==> src/rtl/hazard_pkg.sv <==
// Shared types and defaults for the pipeline hazard controller: FSM states,
// the per-register control bundle and the common RUN-state decision rule.
package hazard_pkg;

  localparam int STATE_W        = 2;
  localparam int CNT_W_DEF      = 16;
  localparam int EX_TIMEOUT_DEF = 64;

  typedef enum logic [STATE_W-1:0] {
    ST_RUN      = 2'd0,
    ST_EX_WAIT  = 2'd1,
    ST_MEM_WAIT = 2'd2
  } state_t;

  typedef struct packed {
    logic pc_write;
    logic ifid_write;
    logic ifid_flush;
    logic idex_write;
    logic idex_flush;
    logic exmem_write;
    logic exmem_flush;
    logic memwb_write;
  } ctrl_t;

  localparam ctrl_t CTRL_RESET    = 8'b0010_1010;
  localparam ctrl_t CTRL_RUN      = 8'b1101_0101;
  localparam ctrl_t CTRL_HOLD     = 8'b0000_0000;
  localparam ctrl_t CTRL_BRANCH   = 8'b1111_1101;
  localparam ctrl_t CTRL_LOAD_USE = 8'b0001_1101;
  // Front end frozen, bubble pushed into MEM, older instruction retires.
  localparam ctrl_t CTRL_EX_STALL = 8'b0000_0111;

  typedef struct packed {
    ctrl_t  ctrl;
    state_t next;
    logic   ex_enter;
  } decision_t;

  // RUN rules by priority; MEM_WAIT reuses them on the cycle memory releases.
  function automatic decision_t run_rules(input logic mem_busy, input logic mc_start,
                                          input logic mc_done, input logic branch_taken,
                                          input logic load_use);
    decision_t d;
    d.ctrl     = CTRL_RUN;
    d.next     = ST_RUN;
    d.ex_enter = 1'b0;
    if (mem_busy) begin
      d.ctrl = CTRL_HOLD;
      d.next = ST_MEM_WAIT;
    end else if (mc_start && !mc_done) begin
      d.ctrl     = CTRL_EX_STALL;
      d.next     = ST_EX_WAIT;
      d.ex_enter = 1'b1;
    end else if (branch_taken) begin
      d.ctrl = CTRL_BRANCH;
    end else if (load_use) begin
      d.ctrl = CTRL_LOAD_USE;
    end
    return d;
  endfunction

endpackage

==> src/rtl/hazard_ctrl_if.sv <==
// Hazard information from the pipeline and per-register controls back to it.
interface hazard_ctrl_if #(parameter int CNT_W = 16);

  logic [4:0]       id_rs1;
  logic [4:0]       id_rs2;
  logic             id_use_rs1;
  logic             id_use_rs2;
  logic [4:0]       ex_rd;
  logic             ex_memread;
  logic             ex_branch_taken;
  logic             ex_mc_start;
  logic             ex_mc_done;
  logic             mem_busy;

  logic             pc_write;
  logic             ifid_write;
  logic             ifid_flush;
  logic             idex_write;
  logic             idex_flush;
  logic             exmem_write;
  logic             exmem_flush;
  logic             memwb_write;
  logic [CNT_W-1:0] stall_cnt;
  logic [CNT_W-1:0] flush_cnt;
  logic             ex_timeout;
  logic [1:0]       state_o;

  // Pipeline side.
  modport master (
    output id_rs1, id_rs2, id_use_rs1, id_use_rs2, ex_rd, ex_memread,
           ex_branch_taken, ex_mc_start, ex_mc_done, mem_busy,
    input  pc_write, ifid_write, ifid_flush, idex_write, idex_flush,
           exmem_write, exmem_flush, memwb_write, stall_cnt, flush_cnt,
           ex_timeout, state_o
  );

  // Hazard controller side.
  modport slave (
    input  id_rs1, id_rs2, id_use_rs1, id_use_rs2, ex_rd, ex_memread,
           ex_branch_taken, ex_mc_start, ex_mc_done, mem_busy,
    output pc_write, ifid_write, ifid_flush, idex_write, idex_flush,
           exmem_write, exmem_flush, memwb_write, stall_cnt, flush_cnt,
           ex_timeout, state_o
  );

endinterface

==> src/rtl/hz_sat_counter.sv <==
// Saturating event counter: sticks at all-ones, synchronous clear wins over increment.
module hz_sat_counter #(
  parameter int CNT_W = 16
) (
  input  logic             clk,
  input  logic             i_clear,
  input  logic             i_inc,
  output logic [CNT_W-1:0] o_count
);

  logic [CNT_W-1:0] r_count;

  // NOTE: sequential state uses non-blocking assignment so every flop samples pre-edge values.
  always_ff @(posedge clk) begin
    if (i_clear) begin
      r_count <= '0;
    end else if (i_inc && (r_count != '1)) begin
      r_count <= r_count + 1'b1;
    end
  end

  assign o_count = r_count;

endmodule

==> src/rtl/hazard_ctrl.sv <==
// Pipeline hazard controller: Mealy write/flush decode for PC, IF/ID, ID/EX,
// EX/MEM and MEM/WB, with EX/MEM wait states and stall/flush statistics.
module hazard_ctrl
  import hazard_pkg::*;
#(
  parameter int CNT_W      = CNT_W_DEF,
  parameter int EX_TIMEOUT = EX_TIMEOUT_DEF
) (
  input  logic         clk,
  input  logic         reset,
  hazard_ctrl_if.slave hz
);

  localparam logic [7:0] TIMEOUT_VAL = 8'(EX_TIMEOUT);

  state_t    r_state;
  logic [7:0] r_wait_cnt;
  logic      r_ex_timeout;

  state_t    w_next_state;
  logic [7:0] w_wait_next;
  logic      w_timeout_set;
  logic      w_load_use;
  ctrl_t     w_ctrl;
  decision_t w_run;

  // x0 is never a real producer, so a load targeting it cannot create a hazard.
  assign w_load_use = hz.ex_memread && (hz.ex_rd != 5'd0) &&
                      ((hz.id_use_rs1 && (hz.id_rs1 == hz.ex_rd)) ||
                       (hz.id_use_rs2 && (hz.id_rs2 == hz.ex_rd)));

  assign w_run = run_rules(hz.mem_busy, hz.ex_mc_start, hz.ex_mc_done,
                           hz.ex_branch_taken, w_load_use);

  // NOTE: every always_comb output gets a default first so no path infers a latch.
  always_comb begin
    w_ctrl        = CTRL_HOLD;
    w_next_state  = r_state;
    w_wait_next   = r_wait_cnt;
    w_timeout_set = 1'b0;
    case (r_state)
      ST_RUN, ST_MEM_WAIT: begin
        w_ctrl       = w_run.ctrl;
        w_next_state = w_run.next;
        if (w_run.ex_enter) w_wait_next = 8'd1;
      end
      ST_EX_WAIT: begin
        if (hz.mem_busy) begin
          w_ctrl = CTRL_HOLD;
        end else if (hz.ex_mc_done) begin
          w_ctrl       = CTRL_RUN;
          w_next_state = ST_RUN;
        end else if (r_wait_cnt == TIMEOUT_VAL) begin
          w_timeout_set = 1'b1;
          w_ctrl        = CTRL_RUN;
          w_next_state  = ST_RUN;
        end else begin
          w_ctrl      = CTRL_EX_STALL;
          w_wait_next = r_wait_cnt + 8'd1;
        end
      end
      default: begin
        w_ctrl       = CTRL_HOLD;
        w_next_state = ST_RUN;
      end
    endcase
    if (!reset) w_ctrl = CTRL_RESET;
  end

  always_ff @(posedge clk) begin
    if (!reset) begin
      r_state      <= ST_RUN;
      r_wait_cnt   <= 8'd0;
      r_ex_timeout <= 1'b0;
    end else begin
      r_state    <= w_next_state;
      r_wait_cnt <= w_wait_next;
      if (w_timeout_set) r_ex_timeout <= 1'b1;
    end
  end

  assign hz.pc_write    = w_ctrl.pc_write;
  assign hz.ifid_write  = w_ctrl.ifid_write;
  assign hz.ifid_flush  = w_ctrl.ifid_flush;
  assign hz.idex_write  = w_ctrl.idex_write;
  assign hz.idex_flush  = w_ctrl.idex_flush;
  assign hz.exmem_write = w_ctrl.exmem_write;
  assign hz.exmem_flush = w_ctrl.exmem_flush;
  assign hz.memwb_write = w_ctrl.memwb_write;
  assign hz.ex_timeout  = r_ex_timeout;
  assign hz.state_o     = r_state;

  hz_sat_counter #(.CNT_W(CNT_W)) u_stall_cnt (
    .clk     (clk),
    .i_clear (!reset),
    .i_inc   (!w_ctrl.pc_write),
    .o_count (hz.stall_cnt)
  );

  hz_sat_counter #(.CNT_W(CNT_W)) u_flush_cnt (
    .clk     (clk),
    .i_clear (!reset),
    .i_inc   (w_ctrl.ifid_flush || w_ctrl.idex_flush),
    .o_count (hz.flush_cnt)
  );

endmodule

==> src/flat_wrapper.sv <==
// flat-port wrapper written by rule: the top's interface ports become plain ports
module hazard_ctrl_flat import hazard_pkg::*;
#(
  parameter int CNT_W      = CNT_W_DEF,
  parameter int EX_TIMEOUT = EX_TIMEOUT_DEF
)
  (clk, reset, hz_id_rs1, hz_id_rs2, hz_id_use_rs1, hz_id_use_rs2, hz_ex_rd, hz_ex_memread, hz_ex_branch_taken, hz_ex_mc_start, hz_ex_mc_done, hz_mem_busy, hz_pc_write, hz_ifid_write, hz_ifid_flush, hz_idex_write, hz_idex_flush, hz_exmem_write, hz_exmem_flush, hz_memwb_write, hz_stall_cnt, hz_flush_cnt, hz_ex_timeout, hz_state_o);
  hazard_ctrl_if #(.CNT_W(CNT_W)) hz_i ();
  input  logic clk;
  input  logic reset;
  input wire logic [$bits(hz_i.id_rs1)-1:0] hz_id_rs1;
  input wire logic [$bits(hz_i.id_rs2)-1:0] hz_id_rs2;
  input wire logic [$bits(hz_i.id_use_rs1)-1:0] hz_id_use_rs1;
  input wire logic [$bits(hz_i.id_use_rs2)-1:0] hz_id_use_rs2;
  input wire logic [$bits(hz_i.ex_rd)-1:0] hz_ex_rd;
  input wire logic [$bits(hz_i.ex_memread)-1:0] hz_ex_memread;
  input wire logic [$bits(hz_i.ex_branch_taken)-1:0] hz_ex_branch_taken;
  input wire logic [$bits(hz_i.ex_mc_start)-1:0] hz_ex_mc_start;
  input wire logic [$bits(hz_i.ex_mc_done)-1:0] hz_ex_mc_done;
  input wire logic [$bits(hz_i.mem_busy)-1:0] hz_mem_busy;
  output wire logic [$bits(hz_i.pc_write)-1:0] hz_pc_write;
  output wire logic [$bits(hz_i.ifid_write)-1:0] hz_ifid_write;
  output wire logic [$bits(hz_i.ifid_flush)-1:0] hz_ifid_flush;
  output wire logic [$bits(hz_i.idex_write)-1:0] hz_idex_write;
  output wire logic [$bits(hz_i.idex_flush)-1:0] hz_idex_flush;
  output wire logic [$bits(hz_i.exmem_write)-1:0] hz_exmem_write;
  output wire logic [$bits(hz_i.exmem_flush)-1:0] hz_exmem_flush;
  output wire logic [$bits(hz_i.memwb_write)-1:0] hz_memwb_write;
  output wire logic [$bits(hz_i.stall_cnt)-1:0] hz_stall_cnt;
  output wire logic [$bits(hz_i.flush_cnt)-1:0] hz_flush_cnt;
  output wire logic [$bits(hz_i.ex_timeout)-1:0] hz_ex_timeout;
  output wire logic [$bits(hz_i.state_o)-1:0] hz_state_o;
  assign hz_i.id_rs1 = hz_id_rs1;
  assign hz_i.id_rs2 = hz_id_rs2;
  assign hz_i.id_use_rs1 = hz_id_use_rs1;
  assign hz_i.id_use_rs2 = hz_id_use_rs2;
  assign hz_i.ex_rd = hz_ex_rd;
  assign hz_i.ex_memread = hz_ex_memread;
  assign hz_i.ex_branch_taken = hz_ex_branch_taken;
  assign hz_i.ex_mc_start = hz_ex_mc_start;
  assign hz_i.ex_mc_done = hz_ex_mc_done;
  assign hz_i.mem_busy = hz_mem_busy;
  assign hz_pc_write = hz_i.pc_write;
  assign hz_ifid_write = hz_i.ifid_write;
  assign hz_ifid_flush = hz_i.ifid_flush;
  assign hz_idex_write = hz_i.idex_write;
  assign hz_idex_flush = hz_i.idex_flush;
  assign hz_exmem_write = hz_i.exmem_write;
  assign hz_exmem_flush = hz_i.exmem_flush;
  assign hz_memwb_write = hz_i.memwb_write;
  assign hz_stall_cnt = hz_i.stall_cnt;
  assign hz_flush_cnt = hz_i.flush_cnt;
  assign hz_ex_timeout = hz_i.ex_timeout;
  assign hz_state_o = hz_i.state_o;
  hazard_ctrl #(.CNT_W(CNT_W), .EX_TIMEOUT(EX_TIMEOUT)) u_core (.clk(clk), .reset(reset), .hz(hz_i));
endmodule
==> config.mk <==
export PLATFORM = sky130hd
export DESIGN_NAME = hazard_ctrl_flat
export DESIGN_NICKNAME = d
export VERILOG_FILES = /design/src/rtl/hazard_pkg.sv /design/src/rtl/hazard_ctrl_if.sv /design/src/rtl/hz_sat_counter.sv /design/src/rtl/hazard_ctrl.sv /design/src/flat_wrapper.sv
export SDC_FILE = /design/constraint.sdc
export NUM_CORES = 1
export LEC_CHECK = 0
export BUFFER_PORTS_ARGS = -buffer_cell sky130_fd_sc_hd__buf_4
export CORE_AREA = 2 2 93 95
export DETAILED_ROUTE_END_ITERATION = 10
export DIE_AREA = 0 0 95 97
export MAX_ROUTING_LAYER = met4
export PLACE_DENSITY = 0.54
export SYNTH_ARGS = -nofsm -noshare
export SYNTH_HDL_FRONTEND = slang
export SYNTH_SLANG_ARGS = --single-unit
==> constraint.sdc <==
create_clock -name clk -period 4.09 [get_ports clk]
set_input_delay 0.2045 -clock clk [delete_from_list [all_inputs] [get_ports clk]]
set_output_delay 0.2045 -clock clk [all_outputs]
set_load 0.005 [all_outputs]
# --- After elaboration in Yosys (flattened, before gate mapping) ---
# Index checks and enable logic that the tools add are counted.
# W data, S select, Z words.
totals:
  register_bits: 43
  inputBits: 24
  output_inout_bits: 43
  wordCells: 61
op_classes:
  addsub: 3
  n_eq_ne: 12
  mux: 24
  n_reduce_logical: 17
op_table:
  columns: ["op", "n"]
  rows:
  - ["$mux W8", 11]
  - ["$add A16 B1 Y16 const B", 2]
  - ["$ne A16 B16 Y1 const B", 2]
  - ["$pmux W8 S2", 2]
  - ["$eq A5 B5 Y1", 2]
  - ["$mux W10", 1]
  - ["$add A8 B1 Y8 const B", 1]
  - ["$eq A8 B7 Y1 const B", 1]
  - ["$mux W2", 4]
  - ["$logic_and A1 B1 Y1", 7]
  - ["$ne A2 B2 Y1 const B", 3]
  - ["$mux W1", 5]
  - ["$reduce_and A5 Y1", 1]
  - ["$reduce_bool A5 Y1", 1]
  - ["$pmux W2 S2", 1]
  - ["$ne A3 B2 Y1 const B", 1]
  - ["$eq A2 B1 Y1 const B", 1]
  - ["$eq A2 B2 Y1 const B", 1]
  - ["$logic_not A1 Y1", 2]
  - ["$logic_not A2 Y1", 1]
  - ["$logic_or A1 B1 Y1", 2]
  - ["$ne A2 B1 Y1 const B", 1]
  - ["$reduce_and A2 Y1", 1]
  - ["$reduce_bool A2 Y1", 1]
  - ["$reduce_or A2 Y1", 1]

# --- Logic depth before layout (Yosys ltp) ---
logic_depth:
  word_depth: 12
  ltp_mapped: 10
  ltp_nobuf: 8

# --- Cells and area by module ---
# From an unflattened synthesis, not the netlist that was laid out.
unflattened:
  hier_cells: 297
  area_unflattened_um2: 2504.9
by_module_without_submodules:
  columns: ["module", "instances", "cells_each", "area_each_um2", "seq_area_each_um2"]
  rows:
  - ["hz_sat_counter", 2, 99, 848.3, 320.3]
  - ["hazard_ctrl", 1, 99, 808.3, 220.2]

# --- Worst setup path before layout ---
# Ideal clock, no wire load.
synth_path:
  path_type: "register -> output"
  from: "reg u_core.r_wait_cnt[0]"
  to: "out hz_pc_write"
  arrival_ns: 1.842
  t_required_ns: 3.885
  slack_ns: 2.044
  path_stages_with_launch: 10
  path_buffers: 3
  path_cell_list: "dfxtp_1 > inv_1 > ha_1 > or4bb_1 > o21ai_1 > a311oi_2 > a21boi_2 > buf_6 > buf_8 > buf_4"
synth_between:
  elab_chain_len: 6
synth_rtl:
  columns: ["element", "line", "text"]
  rows:
  - ["start, declared", "hazard_ctrl.sv:17", "logic [7:0] r_wait_cnt;"]
  - ["start signal, assigned", "hazard_ctrl.sv:77", "r_wait_cnt <= w_wait_next;"]
  - ["$eq A8 B7 Y1", "hazard_ctrl.sv:53", "end else if (r_wait_cnt == TIMEOUT_VAL) begin"]
  - ["$mux W8", "hazard_ctrl.sv:53", null]
  - ["$mux W8", "hazard_ctrl.sv:50", "end else if (hz.ex_mc_done) begin"]
  - ["$mux W8", "hazard_ctrl.sv:48", "if (hz.mem_busy) begin"]
  - ["$pmux W8 S2", "hazard_ctrl.sv:41", "case (r_state)"]
  - ["$mux W8", "hazard_ctrl.sv:67", "if (!reset) w_ctrl = CTRL_RESET;"]
  - ["end, declared", "flat_wrapper.sv:21", "output wire logic [$bits(hz_i.pc_write)-1:0] hz_pc_write;"]
# Every way passes these cells.

# --- Worst setup path in the final report ---
layout_path:
  from: "reg u_core.u_flush_cnt.r_count[0] (netlist: u_core.u_flush_cnt.o_count[0])"
  to: "reg u_core.u_flush_cnt.r_count[11] (netlist: u_core.u_flush_cnt.o_count[11])"
layout_between:
  elab_chain_len: 2
  word_cells_on_any_way: 3
  cone_classes: "1 x add/sub; 1 x eq/ne; 1 x reduce/logical"
layout_rtl:
  columns: ["element", "line", "text"]
  rows:
  - ["start, declared", "hz_sat_counter.sv:11", "logic [CNT_W-1:0] r_count;"]
  - ["start signal, assigned", "hz_sat_counter.sv:18", "r_count <= r_count + 1'b1;"]
  - ["parallel branches: the longest is 2 deep, another holds $add A16 B1 Y16", null, null]
# Several ways; the timed one is not identified.
# A chain may end at the register's enable or synchronous reset.

==> metrics <==
CTS Hold Buffers Added 0; # fillers 834; vias in the first global route 2184; CTS resizes 0; Tot GR Track Use 13.9%; M1 GR Usage 17.9%; max incr delay on CP 790 ps; Crit path required time 4310 ps; dpl ws 1340 ps; DRC viols 0; clock share of power 39.4%; CTS tree built; Period minus WS final 2760 ps; Synth top area share 35.8%; Clock Tree Buf Depth 2; Final Worst Setup Slack 1330 ps; synthesis-stage register bit count 43; Final HPWL DP 4410 µm; Setup crit end kind register; CTS H-tree depth 2; routed wire length 6060 µm; status finished clean; Relative slew margins 31.1%; n_diodes 0; top area cells in the synthesized netlist dfxtp_1 (36%), a21oi_1 (6.0%), or4_1 (5.0%); Post-Layout Cell Count 461; Port Buffer Count 66; DIE HEIGHT 97 µm; final net count 383; RePlAce Congestion 0.805; hold slack final 235 ps; routed length per placed instance 13.2 µm; Mapped Area 2410 µm²; kind of critical path register to register; met3 Use GR 2.73%; ys async rst share 0%; Max Clk Rate 362 MHz; area leader, netlist dfxtp_1; Hold Crit Class primary input to register; sw frac 24.0%; VDD IR max 0.142 mV; switching pwr 0.213 mW; crit path DAT 2980 ps; pwr/cell area 290 nW/µm²; Worst Skew 8.12 ps; Via density 5.13; logic gate share of total power 11.7%; Die Width 95 µm; layout cells sized above 1 23.6%; area occupied by multi-input gates 1400 µm²; Yosys cell types 43; setup fix buffers added after clock tree synthesis 0; I/O Pins 67; RSZ-0062 raised after global routing false; Area after DPL 2940 µm²; Clock Tree Root clkbuf_8; Power Total 0.889 mW; Final ANT Viol Nets 0; P_int 0.676 mW; Critical Path Slowest Stage Cell a21oi_2; # clock sinks 43; main flop type after synthesis dfxtp_1; Synth warnings 0; Clock Latency Late Sink 300 ps; gr ovfl total 0; Worst Path Max Fanout 29; TNS Setup 0 ps; final hold vios 0; Post-synth EDFFs 0; fin util 37.6%; Design Area, Final 3060 µm²; Initial Utilization 29.6%; placed instance count 453; Leakage 1.12 nW; Slew @ Worst Pin 1030 ps; Setup Viol. Count Final 0; cts bufs inserted 5; register area 861 µm²; post-synthesis sequential area ratio 35.8%; sequential power share 48.9%; Gate Count Post-Synth 296; crit share post-route 67.5%; area grow syn2layout 27.2%; GR peak layer met2; die area 9220 µm²; Syn Nets 324; maxcap violations 0; 1st-iter DRT viols 97; Max Slew Vio Count 0; initial antenna violation count 0; CP Launch Type register; CTS clk-pin slew, worst paths 90 ps; DR pass1 iterations 4; met2 Usage GRT 21.9%; Core Box Area 8130 µm²; vias post-DR 2363; CP cell instances ha_1 -> nand3_1 -> nor4_1 -> nor3_1 -> a21oi_2 -> o21ai_0 -> a21oi_1; global-route wire length before repair 10200 µm; largest net degree at the start of global routing 35; Rows 33; Mapped Avg Cell Area 8.13 µm²
-- worst paths after layout --
path | cells past startpoint | from | slack (ps) | end
setup / recovery | 7 | u_core.u_flush_cnt.o_count[0] | 1330 | u_core.u_flush_cnt.o_count[11]
hold / removal | 3 | hz_mem_busy | 240 | u_core.hz.state_o[1]
setup reg to reg | 7 | u_core.u_flush_cnt.o_count[0] | 1330 | u_core.u_flush_cnt.o_count[11]
hold reg to reg | 2 | u_core.hz.ex_timeout | 500 | u_core.hz.ex_timeout
-- power groups by stage --
stage / Sequential (mW) / Combinational, mW / Clock [mW]
2_1_floorplan: 0.443 / 0.0612 / 0
3_3_place_gp: 0.444 / 0.105 / 0
3_5_place_dp: 0.444 / 0.106 / 0
4_1_cts: 0.435 / 0.106 / 0.363
5_1_grt: 0.437 / 0.116 / 0.381
6_report: 0.435 / 0.104 / 0.350
-- metal layers --
| layer | share of wire [%] | vias up |
|---|---|---|
| li1 | - | 1208 |
| met1 | 48 | 1096 |
| met2 | 47 | 50 |
| met3 | 3.7 | 9 |
| met4 | 1.3 | 0 |
| met5 | 0 | - |
-- kinds of logic (layout without fill, tap and decap cells) --
kind of cell	count (synthesis)	count (layout)	share of synthesized area, %
buffers and inverters	27	87	6.19
adder cells (fa/ha/maj)	4	4	2.08
XOR/XNOR	17	17	6.19
AND/OR/NAND/NOR	130	130	29.4
AO/OA/AOI/OAI	70	70	18.3
flip-flops	43	43	35.8
multiplexers	5	5	2.08
-- synthesized netlist by cell type (all sizes together) (4+ instances only) --
library cell and number:
dfxtp 43, a21oi 31, nand2 27, nor2 22, or4 16, nand3 15, o31ai 15, nand4 14
o21ai 14, or3 14, xnor2 11, buf 10, inv 9, clkbuf 7, xor2 6, mux2i 5
nor3 5, ha 4, nand2b 4
-- area by class of cell --
cell class | count | share of cell area, %
Clock buffer | 6 | 2.70
Sequential cell | 43 | 28.1
Multi-Input combinational cell | 226 | 45.6
Inverter | 10 | 1.23
Tap cell | 105 | 4.29
Timing Repair Buffer | 69 | 16.9
Clock inverter | 2 | 1.14
-- flip-flops by register name, summed over array words and instances (netlist names) --
signal and cells:
u_core.u_stall_cnt.o_count 16, u_core.u_flush_cnt.o_count 16, u_core.hz.state_o 2, u_core.r_wait_cnt 8, u_core.hz.ex_timeout 1
-- cell usage in the layout, fill, tap and decap left out, types with 5 or more instances in the layout --
master    netlist  layout
buf_4           5      69
dfxtp_1        43      43
a21oi_1        29      29
nand2_1        27      27
nor2_1         22      22
or4_1          16      16
nand3_1        15      15
o31ai_1        15      15
nand4_1        14      14
or3_1          14      14
xnor2_1        11      11
inv_1           9       9
o21ai_0         9       9
xor2_1          6       6
clkbuf_8        0       6
nor3_1          5       5
mux2i_1         5       5
-- worst max-delay path: cells and delay by family, from the launching register on --
family	cells	cell delay, ps
fa+ha+maj	1	200
compound gates	3	1180
simple gates	3	870
flops	1	430
Power figures use the tool's default switching activity.
